==> config.mk <==
export PLATFORM = sky130hd
export DESIGN_NAME = missile_hit_ctl
export DESIGN_NICKNAME = d
export VERILOG_FILES = /design/src/rtl/missile_hit_ctl.sv
export SDC_FILE = /design/constraint.sdc
export NUM_CORES = 1
export LEC_CHECK = 0
export CORE_ASPECT_RATIO = 0.75
export CORE_MARGIN = 2
export CORE_UTILIZATION = 58
export DETAILED_ROUTE_END_ITERATION = 6
export GPL_ROUTABILITY_DRIVEN = 0
export PLACE_DENSITY = 0.86
export SKIP_LAST_GASP = 1
export SLEW_MARGIN = 20
export SYNTH_ARGS = -nofsm -noshare
export SYNTH_HDL_FRONTEND = slang
export SYNTH_SLANG_ARGS = --single-unit
export TNS_END_PERCENT = 50
==> constraint.sdc <==
create_clock -name pclk -period 7.1 [get_ports pclk]
set_input_delay 1.42 -clock pclk [delete_from_list [all_inputs] [get_ports pclk]]
set_output_delay 1.42 -clock pclk [all_outputs]
set_load 0.05 [all_outputs]
==> src/rtl/missile_hit_ctl.sv <==
// Per-frame enemy-missile vs. player-ship collision check with life counting,
// post-hit invulnerability window and game-over latch.
module missile_hit_ctl #(
    parameter int unsigned SHIP_W        = 64,
    parameter int unsigned SHIP_H        = 48,
    parameter int unsigned MIS_W         = 4,
    parameter int unsigned MIS_H         = 12,
    parameter int unsigned Y_LIMIT       = 768,
    parameter int unsigned LIVES_INIT    = 3,
    parameter int unsigned INVULN_FRAMES = 120
) (
    input  logic        pclk,
    input  logic        rst,
    input  logic        vsync_in,
    input  logic [10:0] xpos_ship,
    input  logic [10:0] ypos_ship,
    input  logic [10:0] en1_x_missile,
    input  logic [10:0] en2_x_missile,
    input  logic [10:0] en3_x_missile,
    input  logic [10:0] en4_x_missile,
    input  logic [10:0] en5_x_missile,
    input  logic [10:0] en1_y_missile,
    input  logic [10:0] en2_y_missile,
    input  logic [10:0] en3_y_missile,
    input  logic [10:0] en4_y_missile,
    input  logic [10:0] en5_y_missile,
    input  logic        new_game,
    output logic [2:0]  lives,
    output logic        hit,
    output logic        invuln,
    output logic        game_over
);

    localparam int unsigned POS_W = 11;
    localparam int unsigned SUM_W = 12;
    localparam int unsigned N_MIS = 5;
    localparam int unsigned CNT_W = 8;

    typedef enum logic [1:0] {S_IDLE, S_SCAN, S_RESOLVE, S_DEAD} state_t;

    state_t             r_state;
    state_t             w_state_nxt;
    logic               r_vsync_d;
    logic               w_frame_edge;
    logic [POS_W-1:0]   r_sx;
    logic [POS_W-1:0]   r_sy;
    logic [POS_W-1:0]   r_mx [N_MIS];
    logic [POS_W-1:0]   r_my [N_MIS];
    logic [2:0]         r_idx;
    logic               r_hit_flag;
    logic [CNT_W-1:0]   r_invuln_cnt;
    logic [2:0]         r_lives;
    logic               r_hit;
    logic               r_invuln;
    logic               r_game_over;

    logic [SUM_W-1:0]   w_mx;
    logic [SUM_W-1:0]   w_my;
    logic [SUM_W-1:0]   w_sx;
    logic [SUM_W-1:0]   w_sy;
    logic               w_active;
    logic               w_overlap;
    logic               w_mis_hit;
    logic               w_accept;

    logic [2:0]         w_lives_nxt;
    logic               w_hit_nxt;
    logic               w_game_over_nxt;
    logic [CNT_W-1:0]   w_invuln_cnt_nxt;

    assign w_frame_edge = vsync_in & ~r_vsync_d;

    // Box test of the currently indexed snapshot missile, widened so sums cannot wrap
    assign w_mx      = SUM_W'(r_mx[r_idx]);
    assign w_my      = SUM_W'(r_my[r_idx]);
    assign w_sx      = SUM_W'(r_sx);
    assign w_sy      = SUM_W'(r_sy);
    assign w_active  = (w_my < SUM_W'(Y_LIMIT));
    assign w_overlap = (w_mx + SUM_W'(MIS_W) > w_sx) && (w_mx < w_sx + SUM_W'(SHIP_W)) &&
                       (w_my + SUM_W'(MIS_H) > w_sy) && (w_my < w_sy + SUM_W'(SHIP_H));
    assign w_mis_hit = w_active && w_overlap;

    assign w_accept = r_hit_flag && (r_invuln_cnt == '0) && (r_lives != '0);

    always_ff @(posedge pclk or negedge rst) begin
        if (!rst) r_state <= S_IDLE;
        else      r_state <= w_state_nxt;
    end

    always_comb begin
        w_state_nxt = r_state;
        if (new_game) begin
            w_state_nxt = S_IDLE;
        end else begin
            case (r_state)
                S_IDLE:    if (w_frame_edge) w_state_nxt = S_SCAN;
                S_SCAN:    if (r_idx == 3'(N_MIS - 1)) w_state_nxt = S_RESOLVE;
                S_RESOLVE: w_state_nxt = (w_accept && r_lives == 3'd1) ? S_DEAD : S_IDLE;
                S_DEAD:    w_state_nxt = S_DEAD;
                default:   w_state_nxt = S_IDLE;
            endcase
        end
    end

    always_comb begin
        w_lives_nxt      = r_lives;
        w_hit_nxt        = 1'b0;
        w_game_over_nxt  = r_game_over;
        w_invuln_cnt_nxt = r_invuln_cnt;
        if (new_game) begin
            w_lives_nxt      = 3'(LIVES_INIT);
            w_game_over_nxt  = 1'b0;
            w_invuln_cnt_nxt = '0;
        end else if (r_state == S_RESOLVE) begin
            if (w_accept) begin
                w_lives_nxt      = r_lives - 3'd1;
                w_hit_nxt        = 1'b1;
                w_invuln_cnt_nxt = CNT_W'(INVULN_FRAMES);
                if (r_lives == 3'd1) w_game_over_nxt = 1'b1;
            end else if (r_invuln_cnt != '0) begin
                w_invuln_cnt_nxt = r_invuln_cnt - CNT_W'(1);
            end
        end
    end

    always_ff @(posedge pclk or negedge rst) begin
        if (!rst) begin
            r_lives      <= 3'(LIVES_INIT);
            r_hit        <= 1'b0;
            r_game_over  <= 1'b0;
            r_invuln_cnt <= '0;
            r_invuln     <= 1'b0;
        end else begin
            r_lives      <= w_lives_nxt;
            r_hit        <= w_hit_nxt;
            r_game_over  <= w_game_over_nxt;
            r_invuln_cnt <= w_invuln_cnt_nxt;
            r_invuln     <= (w_invuln_cnt_nxt != '0);
        end
    end

    // Frame snapshot and sequential scan accumulator
    always_ff @(posedge pclk or negedge rst) begin
        if (!rst) begin
            r_vsync_d  <= 1'b0;
            r_sx       <= '0;
            r_sy       <= '0;
            for (int i = 0; i < N_MIS; i++) begin
                r_mx[i] <= '0;
                r_my[i] <= '0;
            end
            r_idx      <= '0;
            r_hit_flag <= 1'b0;
        end else begin
            r_vsync_d <= vsync_in;
            if (!new_game) begin
                if (r_state == S_IDLE && w_frame_edge) begin
                    r_sx       <= xpos_ship;
                    r_sy       <= ypos_ship;
                    r_mx[0]    <= en1_x_missile;
                    r_mx[1]    <= en2_x_missile;
                    r_mx[2]    <= en3_x_missile;
                    r_mx[3]    <= en4_x_missile;
                    r_mx[4]    <= en5_x_missile;
                    r_my[0]    <= en1_y_missile;
                    r_my[1]    <= en2_y_missile;
                    r_my[2]    <= en3_y_missile;
                    r_my[3]    <= en4_y_missile;
                    r_my[4]    <= en5_y_missile;
                    r_idx      <= '0;
                    r_hit_flag <= 1'b0;
                end else if (r_state == S_SCAN) begin
                    r_hit_flag <= r_hit_flag | w_mis_hit;
                    r_idx      <= r_idx + 3'd1;
                end
            end
        end
    end

    assign lives     = r_lives;
    assign hit       = r_hit;
    assign invuln    = r_invuln;
    assign game_over = r_game_over;

endmodule
==> metrics.csv, run 1 <==
metric,value,unit
status,finished clean,
iteration count of the initial detailed-routing pass,5,
"Seq/Total Area, Yosys",45.3,%
Mapped Cells,732,
clk sinks,153,
RSZ-0062 raised after global routing,false,
Setup Viol. Count Final,0,
Post-synth top flop,dfrtp_1,
Starting Density,58.9,%
Post-DRT Antenna Nets,0,
layout cells sized above 1,21.0,%
drt via density,5.90,
crit-path max cell delay,0.93,ns
Final Hold Viols,0,
main area contributors after synthesis,"dfrtp_1, mux2_2, ha_1",
Worst R2R Setup Slack,3.01,ns
Yosys cell types,72,
Reg2Reg Depth,12,
Leak,0.00442,µW
Max rail drop VDD,0.231,mV
Synth warnings,0,
CTS tree,yes,
Max Transition Viols Final,0,
post-CTS setup buffers,0,
Post-DP Area,9950,µm²
Ports,142,
Layout Cells excl Fill,1077,
Power Density,341,nW/µm²
vias in the first global route,6652,
remaining global-route overflow,0,
P&R area growth vs syn,24.3,%
maximum number of pins on one net before global-route repair,86,
relative slew slack,35.1,%
Iteration-0 DRC Markers,447,
"Worst Path Class, Setup",reg -> reg,
top-area cell type share of the netlist area,44.7,%
worst setup path end,r_hit_flag$_DFFE_PN0P_,
Worst Max-Slew Pin Slew,0.973,ns
crit path launch,r_idx[0]$_DFFE_PN0P_,
worst r2r dst,r_hit_flag$_DFFE_PN0P_,
Routed WL,20500,µm
wire per inst,19.0,µm
Core Rows,38,
Layout Skew,0.0101,ns
NumNets Final,1051,
async set-or-reset flop fraction in the synthesized netlist,100,%
"Cell Area, Synth",8460,µm²
Worst EP required,7.42,ns
GRT Total Usage,28.0,%
cell count after placement,1046,
Worst Hold Class,reg -> reg,
fmax,244,MHz
"flops & latches, synth",153,
critical path peak fanout,35,
CP arrival,4.42,ns
syn nets,918,
Final min period,4.09,ns
post-cts sizing count,0,
post-synth top area cell,dfrtp_1,
DRC,0,
TNS Setup,0,ns
pre-CTS WS,2.67,ns
startpoint type of the worst setup path,flip-flop,
die span in y,109,µm
"Max stage delay cell, worst path",dfrtp_2,
design area,10500,µm²
DIE AREA,15600,µm²
diodes inserted,0,
Tcrit/Tclk final,57.7,%
Hold Buf Count CTS,0,
Die W,143,µm
"Critical Path, Cell by Cell",mux4_2 -> a21oi_2 -> ha_1 -> nor3_1 -> xnor2_1 -> ha_1 -> nand4_1 -> a211oi_1 -> a311oi_1 -> a211oi_1 -> o311ai_1 -> o32ai_1,
Post-synth EDFFs,0,
Final WS setup,3.01,ns
max-cap viol count,0,
initial antenna violation count,0,
H-tree Lvls,4,
R2R Path Start,r_idx[0]$_DFFE_PN0P_,
HPWL Detailed,15000,µm
routed via count,6349,
Clock transition at path regs,0.06,ns
CTS root buffer,clkbuf_16,
Syn Area/Cell,11.6,µm²
worst-skew pair later-pin latency,0.44,ns
Layout Utilization,73.2,%
Crit. End Element,flip-flop,
Num CTS Buffers,17,
global-route wire length before repair,33200,µm
Clock Path Buffers,2,
# port buffers,141,
core area,14400,µm²
-- cells by family after synthesis --
| kind of cell | after synthesis | share of synthesized area, % |
|---|---|---|
| AOI/OAI and AO/OA | 127 | 9.94 |
| xor gates and xnor gates | 25 | 2.59 |
| adders and majority gates | 50 | 7.40 |
| buffers and inverters | 74 | 4.45 |
| DFF | 153 | 45.3 |
| muxes | 153 | 20.7 |
| and+or+nand+nor | 150 | 9.59 |
-- synth_stat cells (7+ instances only) --
cell type / number
xnor2_1: 16
dfrtp_1: 151
buf_6: 7
mux2i_1: 30
buf_2: 15
o22ai_1: 10
mux2_2: 113
nor3_1: 10
xor2_1: 9
nor2b_1: 7
a21oi_1: 32
inv_1: 39
o21ai_0: 31
ha_1: 50
and3_1: 7
nand3_1: 16
nor2_1: 25
nand2_1: 45
a211oi_1: 9
-- stage by stage --
stage,total power [µW],hold slack (ns)
2_1_floorplan,2260,0.473
3_3_place_gp,2570,0.486
3_5_place_dp,2670,0.490
4_1_cts,3560,0.504
5_1_grt,3790,0.515
6_report,3580,0.505
-- worst min path at each step --
| stage | from | to | cells after the start | slack (ns) |
|---|---|---|---|---|
| after floorplan | r_my[41]$_DFFE_PN0P_ | r_my[41]$_DFFE_PN0P_ | 1 | 0.47 |
| after global placement | r_my[2]$_DFFE_PN0P_ | r_my[2]$_DFFE_PN0P_ | 1 | 0.49 |
| after detailed placement | r_my[3]$_DFFE_PN0P_ | r_my[3]$_DFFE_PN0P_ | 1 | 0.49 |
| after CTS | r_my[3]$_DFFE_PN0P_ | r_my[3]$_DFFE_PN0P_ | 1 | 0.50 |
| after global routing | r_my[8]$_DFFE_PN0P_ | r_my[8]$_DFFE_PN0P_ | 1 | 0.52 |
| final | r_my[24]$_DFFE_PN0P_ | r_my[24]$_DFFE_PN0P_ | 1 | 0.51 |
-- layout make-up --
type / instances / area, µm²
fillers: 938 / 3850
multi-input cells: 505 / 4260
inverters: 42 / 158
clock inverters: 12 / 118
repair buffers: 146 / 1450
clock buffers: 19 / 443
well taps: 200 / 250
flip-flops and latches: 153 / 3830
-- report_power, final --
part / internal [µW] / total [µW] / leakage, µW / switching [µW]
sequential: 1050 / 1180 / 0.00185 / 127
combinational: 689 / 1530 / 0.00230 / 842
clock: 494 / 870 / 0.000268 / 376
total: 2240 / 3580 / 0.00442 / 1340
-- per-layer routing --
layer | track usage (%) | vias up | routed length [µm]
met4 | 11.2 | 0 | 481
met3 | 6.55 | 46 | 1360
met5 | 0 | - | 0
met1 | 38.5 | 3139 | 9110
met2 | 43.3 | 252 | 9560
li1 | - | 2912 | -
-- state kept, by name (all words and copies together), names as in the netlist, 2 cells and up --
signal,flops
r_sx,11
lives,3
r_state,2
r_my,55
r_mx,55
r_sy,11
r_idx,3
r_invuln_cnt,8
-- worst max-delay path, delay by kind of cell (launching register included) --
family | cells | cell delay, ns
adder cells (fa/ha/maj) | 2 | 0.65
AO/OA/AOI/OAI | 6 | 1.35
AND/OR/NAND/NOR | 2 | 0.27
multiplexers | 1 | 0.62
XOR/XNOR | 1 | 0.15
flip-flops | 1 | 0.93
-- layout by cell type, fill, tap and decap left out, types with 3 or more instances in the layout --
cell | synthesis | final
o21ai_0 | 31 | 31
o2bb2ai_1 | 3 | 3
a21oi_1 | 32 | 32
nor2_1 | 25 | 24
a21o_1 | 3 | 3
clkinvlp_4 | 0 | 3
nor3b_1 | 3 | 3
inv_6 | 0 | 3
and3_1 | 7 | 7
a21oi_2 | 4 | 4
inv_1 | 39 | 39
o211ai_1 | 3 | 3
dfrtp_1 | 151 | 149
mux4_2 | 6 | 6
inv_2 | 3 | 3
nor2b_1 | 7 | 7
nand2b_1 | 6 | 6
clkbuf_16 | 0 | 17
nand2_1 | 45 | 45
xnor2_1 | 16 | 16
ha_1 | 50 | 50
xor2_1 | 9 | 9
mux2i_1 | 30 | 30
a31oi_1 | 5 | 5
nor4_2 | 3 | 3
nand3_1 | 16 | 16
buf_4 | 0 | 5
a211oi_1 | 9 | 9
mux2_2 | 113 | 113
nor3_1 | 10 | 10
clkdlybuf4s50_1 | 0 | 140
o21a_1 | 3 | 3
nand4_1 | 6 | 6
and2_1 | 3 | 3
o22ai_1 | 10 | 10
mux2_1 | 4 | 4
Power figures use the tool's default switching activity.
==> run 2, diff against run 1 <==
--- a/config.mk
+++ b/config.mk
@@ -7,10 +7,10 @@
 export LEC_CHECK = 0
 export CORE_ASPECT_RATIO = 0.75
 export CORE_MARGIN = 2
-export CORE_UTILIZATION = 58
+export CORE_UTILIZATION = 54
 export DETAILED_ROUTE_END_ITERATION = 6
 export GPL_ROUTABILITY_DRIVEN = 0
-export PLACE_DENSITY = 0.86
+export PLACE_DENSITY = 0.81
 export SKIP_LAST_GASP = 1
 export SLEW_MARGIN = 20
 export SYNTH_ARGS = -nofsm -noshare
==> constraint.sdc (replaced) <==
create_clock -name pclk -period 4.11 [get_ports pclk]
set_input_delay 0.822 -clock pclk [delete_from_list [all_inputs] [get_ports pclk]]
set_output_delay 0.822 -clock pclk [all_outputs]
set_load 0.05 [all_outputs]
==> metrics.csv, run 2 (synthesis results as in run 1) <==
metric,value,unit,change
drt via density,5.92,,+0.35%
Final WS setup,0.271,ns,-2.73 ns
Post-DRT Antenna Nets,0,,unchanged
maximum number of pins on one net before global-route repair,111,,+29%
Crit. End Element,flip-flop,,
H-tree Lvls,4,,unchanged
NumNets Final,1056,,+0.48%
Starting Density,55.4,%,-3.5 points
P&R area growth vs syn,25.4,%,
die span in y,112,µm,+3.5%
Final min period,3.84,ns,-0.255 ns
status,finished clean,,
DRC,0,,unchanged
# port buffers,141,,unchanged
HPWL Detailed,16200,µm,+8.3%
cell count after placement,1055,,+0.86%
diodes inserted,0,,unchanged
Leak,0.00446,µW,+1.0%
design area,10600,µm²,+0.92%
Max rail drop VDD,0.294,mV,+27%
RSZ-0062 raised after global routing,false,,
Setup Viol. Count Final,0,,unchanged
Layout Cells excl Fill,1088,,+1.0%
Num CTS Buffers,17,,unchanged
relative slew slack,63.0,%,+28 points
core area,15300,µm²,+6.4%
global-route wire length before repair,34900,µm,+4.9%
Worst EP required,4.43,ns,-2.99 ns
Worst Max-Slew Pin Slew,0.553,ns,-0.420 ns
Max Transition Viols Final,0,,unchanged
iteration count of the initial detailed-routing pass,5,,unchanged
initial antenna violation count,0,,unchanged
TNS Setup,0,ns,unchanged
routed via count,6436,,+1.4%
most common library cell in the layout ignoring fill and taps,dfrtp_1,,
worst-skew pair later-pin latency,0.42,ns,-0.02 ns
most frequent cells in the layout,"dfrtp_1, clkdlybuf4s50_1, mux2_2",,
Final Hold Viols,0,,unchanged
critical path peak fanout,24,,-31%
CTS tree,yes,,
Post-DP Area,10000,µm²,+0.62%
Hold Buf Count CTS,0,,unchanged
Pwr Total,6250,µW,+75%
fmax,261,MHz,+6.6%
Die W,149,µm,+3.5%
CTS root buffer,clkbuf_16,,
max-cap viol count,0,,unchanged
startpoint type of the worst setup path,flip-flop,,
CP arrival,4.16,ns,-0.26 ns
Power Density,589,nW/µm²,+73%
Iteration-0 DRC Markers,562,,+26%
"Worst Path Class, Setup",reg -> reg,,
Ports,142,,unchanged
Core Rows,39,,+2.6%
layout cells sized above 1,21.5,%,+0.54 points
remaining global-route overflow,0,,unchanged
DIE AREA,16700,µm²,+7.2%
Layout Skew,0.00697,ns,-0.00315 ns
Routed WL,21600,µm,+5.4%
vias in the first global route,6682,,+0.45%
Tcrit/Tclk final,93.4,%,+36 points
top flop regs,"r_mx (55), r_my (55)",,
Clock transition at path regs,0.06,ns,about the same
clk sinks,153,,unchanged
GRT Total Usage,27.3,%,-0.67 points
Clock Path Buffers,2,,unchanged
pre-CTS WS,0.439,ns,-2.23 ns
Worst Hold Class,in -> async,,
wire per inst,19.9,µm,+4.4%
run 2: cell count changes in the layout (fill, tap and decap cells not counted), sizes merged:
cell / previous run / this run
buf: 6 / 11
inv: 46 / 50
clkbuf: 19 / 18
clkinv: 4 / 3
clkinvlp: 3 / 2
run 2: layout make-up:
| class | instances | area [µm²] |
|---|---|---|
| Fill cell | 1087 | 4670 |
| Multi-Input combinational cell | 505 | 4260 |
| Sequential cell | 153 | 3840 |
| Timing Repair Buffer | 151 | 1530 |
| Clock buffer | 18 | 429 |
| Tap cell | 205 | 256 |
| Inverter | 42 | 158 |
| Clock inverter | 14 | 136 |
run 2: critical path, cell delays in order (launching register included):
cell and delay [ns]:
dfrtp_4 0.62, buf_4 0.37, mux2i_1 0.16, o221ai_2 0.36, o21ai_0 0.27, nor3_2 0.31
xor2_1 0.12, ha_1 0.35, nand2_1 0.09, o211ai_1 0.28, mux2i_1 0.15, a211oi_1 0.27
a31oi_1 0.09, o32ai_1 0.27
run 2: metrics by stage:
step | utilization, % | hold WS [ns]
after floorplan | - | 0.473
after global placement | 65.5 | 0.487
after detailed placement | 65.5 | 0.496
after CTS | 69.2 | 0.511
after global routing | 69.4 | 0.295
final | 69.4 | 0.288
run 2: worst paths after layout:
kind | startpoint | endpoint | slack, ns | depth (start not counted)
setup / recovery | r_idx[1]$_DFFE_PN0P_ | r_hit_flag$_DFFE_PN0P_ | 0.27 | 13
hold / removal | rst | r_sx[7]$_DFFE_PN0P_ | 0.29 | 1
setup reg to reg | r_idx[1]$_DFFE_PN0P_ | r_hit_flag$_DFFE_PN0P_ | 0.27 | 13
hold reg to reg | r_my[27]$_DFFE_PN0P_ | r_my[27]$_DFFE_PN0P_ | 0.51 | 1
max in group asynchronous | rst | r_my[30]$_DFFE_PN0P_ | 3.14 | 2
min in group pclk | r_my[27]$_DFFE_PN0P_ | r_my[27]$_DFFE_PN0P_ | 0.51 | 1
run 2: power by group:
group          total [µW]  switching, µW  leakage, µW  internal, µW
Sequential           2100            283      0.00185          1820
Combinational        2630           1420      0.00234          1200
Clock                1520            670     0.000275           849
run 2: routing by layer:
layer	up-vias	wire, µm	share of wire, %	GRT usage, %
met2	279	9940	46	42.0
met5	-	0	0	0
met3	34	1650	7.6	6.67
met4	0	468	2.2	8.76
met1	3196	9570	44	38.6
li1	2927	-	-	-
run 2: what timing repair did:
action,CTS,global route
setup endpoints to repair,0,1
gates resized for setup,0,1
setup buffers,0,0
==> run 3, diff against run 2 <==
--- a/config.mk
+++ b/config.mk
@@ -5,12 +5,13 @@
 export SDC_FILE = /design/constraint.sdc
 export NUM_CORES = 1
 export LEC_CHECK = 0
+export ABC_AREA = 1
 export CORE_ASPECT_RATIO = 0.75
 export CORE_MARGIN = 2
-export CORE_UTILIZATION = 54
+export CORE_UTILIZATION = 55
+export CTS_BUF_LIST = sky130_fd_sc_hd__clkbuf_4
 export DETAILED_ROUTE_END_ITERATION = 6
-export GPL_ROUTABILITY_DRIVEN = 0
-export PLACE_DENSITY = 0.81
+export PLACE_DENSITY = 0.82
 export SKIP_LAST_GASP = 1
 export SLEW_MARGIN = 20
 export SYNTH_ARGS = -nofsm -noshare
==> metrics.csv, run 3 <==
metric,value,unit,change
Post-synth top cells,"nand2_1, dfrtp_1, inv_1",,
global-route wire length before repair,35000,µm,+0.52%
syn nets,1296,,+41%
max layer used,met4,,
Syn Area/Cell,7.56,µm²,-35%
Clock transition at path regs,0.15,ns,+0.09 ns
DRC,0,,unchanged
post-cts sizing count,0,,unchanged
Worst EP required,4.58,ns,+0.15 ns
Layout Skew,0.0200,ns,+0.0131 ns
Max Transition Viols Final,0,,unchanged
diodes inserted,0,,unchanged
worst r2r dst,r_hit_flag$_DFFE_PN0P_,,
Final Hold Viols,0,,unchanged
Clock Power Share,12.4,%,-12 points
Die W,147,µm,-1.3%
"flops & latches, synth",153,,unchanged
"Seq/Total Area, Yosys",45.7,%,+0.37 points
GRT Total Usage,27.0,%,-0.35 points
Hold Buf Count CTS,0,,unchanged
iteration count of the initial detailed-routing pass,5,,unchanged
async set-or-reset flop fraction in the synthesized netlist,100,%,unchanged
top-area cell type share of the netlist area,45.0,%,+0.37 points
Final min period,3.34,ns,-0.504 ns
worst-skew pair later-pin latency,0.56,ns,+0.14 ns
multi-input logic area,3990,µm²,-6.2%
M1 WL,9840,µm,+2.8%
DR WL met2,9660,µm,-2.9%
top flop regs,"r_mx (55), r_my (55)",,
"Worst Path Class, Setup",reg -> reg,,
Register Area,3830,µm²,about the same
Worst Max-Slew Pin Slew,0.981,ns,+0.427 ns
combinational power share,54.3,%,+12 points
Yosys cell types,35,,-51%
fmax,300,MHz,+15%
CTS root buffer,clkbuf_4,,
Num CTS Buffers,17,,unchanged
routed length on met3,1300,µm,-21%
Post-synth top flop,dfrtp_1,,
H-tree Lvls,4,,unchanged
"count leader, synth",nand2_1,,
RSZ-0062 raised after global routing,false,,
Power Density,740,nW/µm²,+26%
DIE AREA,16300,µm²,-2.5%
drt via density,5.22,,-12%
Ports,142,,unchanged
max-cap viol count,0,,unchanged
startpoint type of the worst setup path,flip-flop,,
routed via count,7570,,+18%
Max rail drop VDD,0.313,mV,+6.2%
NumNets Final,1419,,+34%
P&R area growth vs syn,21.8,%,
Reg2Reg Depth,24,,+11
clk sinks,153,,unchanged
Routed WL,21100,µm,-2.3%
Leak,0.00523,µW,+17%
Post-DRT Antenna Nets,0,,unchanged
main area contributors after synthesis,"dfrtp_1, nand2_1, ha_1",,
Clock Path Buffers,2,,unchanged
initial antenna violation count,0,,unchanged
Setup Viol. Count Final,0,,unchanged
most common library cell in the layout ignoring fill and taps,nand2_1,,
Core Rows,39,,unchanged
maximum number of pins on one net before global-route repair,99,,-11%
Tcrit/Tclk final,81.1,%,-12 points
Layout Cells excl Fill,1450,,+33%
Flop pwr share,33.3,%,-0.4 points
wire per inst,14.6,µm,-27%
R2R Path Start,r_idx[0]$_DFFE_PN0P_,,
TNS Setup,0,ns,unchanged
layout cells sized above 1,5.30,%,-16 points
HPWL Detailed,15400,µm,-5.0%
post-CTS setup buffers,0,,unchanged
CP arrival,3.81,ns,-0.35 ns
vias in the first global route,7233,,+8.2%
Final Wtd Congestion,0.879,,
Starting Density,55.6,%,+0.26 points
Post-synth EDFFs,0,,unchanged
status,finished clean,,
Mapped Cells,1110,,+52%
cell count after placement,1419,,+35%
Crit. End Element,flip-flop,,
Fillers,1254,,+15%
Sw Share,45.9,%,+7.8 points
die span in y,111,µm,-1.3%
critical path peak fanout,43,,+79%
worst setup path end,r_hit_flag$_DFFE_PN0P_,,
# port buffers,141,,unchanged
crit path launch,r_idx[0]$_DFFE_PN0P_,,
core area,15100,µm²,-1.3%
Iteration-0 DRC Markers,604,,+7.5%
"Cell Area, Synth",8390,µm²,-0.81%
worst hold slack,0.287,ns,-0.000552 ns
CTS tree,yes,,
remaining global-route overflow,0,,unchanged
post-synth top area cell,dfrtp_1,,
Worst Hold Class,in -> async,,
most frequent cells in the layout,"nand2_1, dfrtp_1, clkdlybuf4s50_1",,
Worst R2R Setup Slack,0.77,ns,+0.50 ns
Net Switching,3470,µW,+46%
relative slew slack,34.6,%,-28 points
Synth warnings,0,,unchanged
internal power,4090,µW,+5.8%
==> run 3: critical path, cell delays in order, from the launching register on <==
cell	delay (ns)
dfrtp_2	0.46
inv_2	0.54
nand2_1	0.12
nand3_1	0.10
nand3_1	0.09
o21ai_2	0.09
inv_1	0.08
ha_1	0.21
nor2_1	0.17
nand2_1	0.09
xor2_1	0.13
inv_1	0.06
ha_1	0.27
nand2_1	0.06
nor2_1	0.17
nand2_1	0.07
nand2_1	0.05
nand2_1	0.05
nand2_1	0.05
nand2_1	0.05
nand2_1	0.05
nand2_1	0.05
nand2_1	0.05
nand4_1	0.07
a21oi_1	0.12
==> run 3: worst min-delay path by stage <==
| stage | slack, ns | endpoint | startpoint | depth (start not counted) |
|---|---|---|---|---|
| 2_1_floorplan | 0.45 | r_mx[11]$_DFFE_PN0P_ | r_mx[11]$_DFFE_PN0P_ | 2 |
| 3_3_place_gp | 0.46 | r_my[8]$_DFFE_PN0P_ | r_my[8]$_DFFE_PN0P_ | 2 |
| 3_5_place_dp | 0.46 | r_my[27]$_DFFE_PN0P_ | r_my[27]$_DFFE_PN0P_ | 2 |
| 4_1_cts | 0.32 | r_invuln_cnt[0]$_DFF_PN0_ | rst | 1 |
| 5_1_grt | 0.31 | r_invuln_cnt[0]$_DFF_PN0_ | rst | 1 |
| 6_report | 0.29 | r_invuln_cnt[0]$_DFF_PN0_ | rst | 1 |
==> run 3: stage by stage <==
| step | setup WS (ns) | util [%] | power (µW) | cell area, µm² |
|---|---|---|---|---|
| floorplan | 1.41 | - | 5480 | 8390 |
| global placement | 0.942 | 65.9 | 6430 | 9940 |
| detailed placement | 0.827 | 65.9 | 6570 | 9940 |
| CTS | 0.783 | 67.8 | 7530 | 10200 |
| global route | 0.362 | 67.8 | 8320 | 10200 |
| finish | 0.775 | 67.8 | 7560 | 10200 |
==> run 3: layout make-up <==
| cell class | instances | area share (%) |
|---|---|---|
| Multi-Input combinational cell | 817 | 39.1 |
| Tap cell | 205 | 2.51 |
| Inverter | 94 | 3.48 |
| Clock buffer | 17 | 1.25 |
| Sequential cell | 153 | 37.5 |
| Timing Repair Buffer | 150 | 14.7 |
| Clock inverter | 14 | 1.43 |
==> run 3: power groups by stage <==
stage	combinational, µW	sequential [µW]	clock [µW]
after floorplan	3050	2430	0
after global placement	3910	2530	0
after detailed placement	4030	2530	0
after CTS	4080	2510	943
after global routing	4730	2580	1010
final	4110	2520	936
==> run 3: layer usage <==
metal	track usage [%]	vias to the layer above
li1	-	3742
met1	39.2	3538
met3	5.02	28
met2	42.1	262
met5	0	-
met4	6.86	0
==> run 3: cells by family after synthesis <==
kind of cell               Yosys count  synth area share [%]
and+or+nand+nor                    643                  30.7
DFF                                153                  45.7
buffers and inverters              140                  6.88
AOI/OAI and AO/OA                  104                  7.22
adders and majority gates           50                  7.46
xor gates and xnor gates            20                  2.09
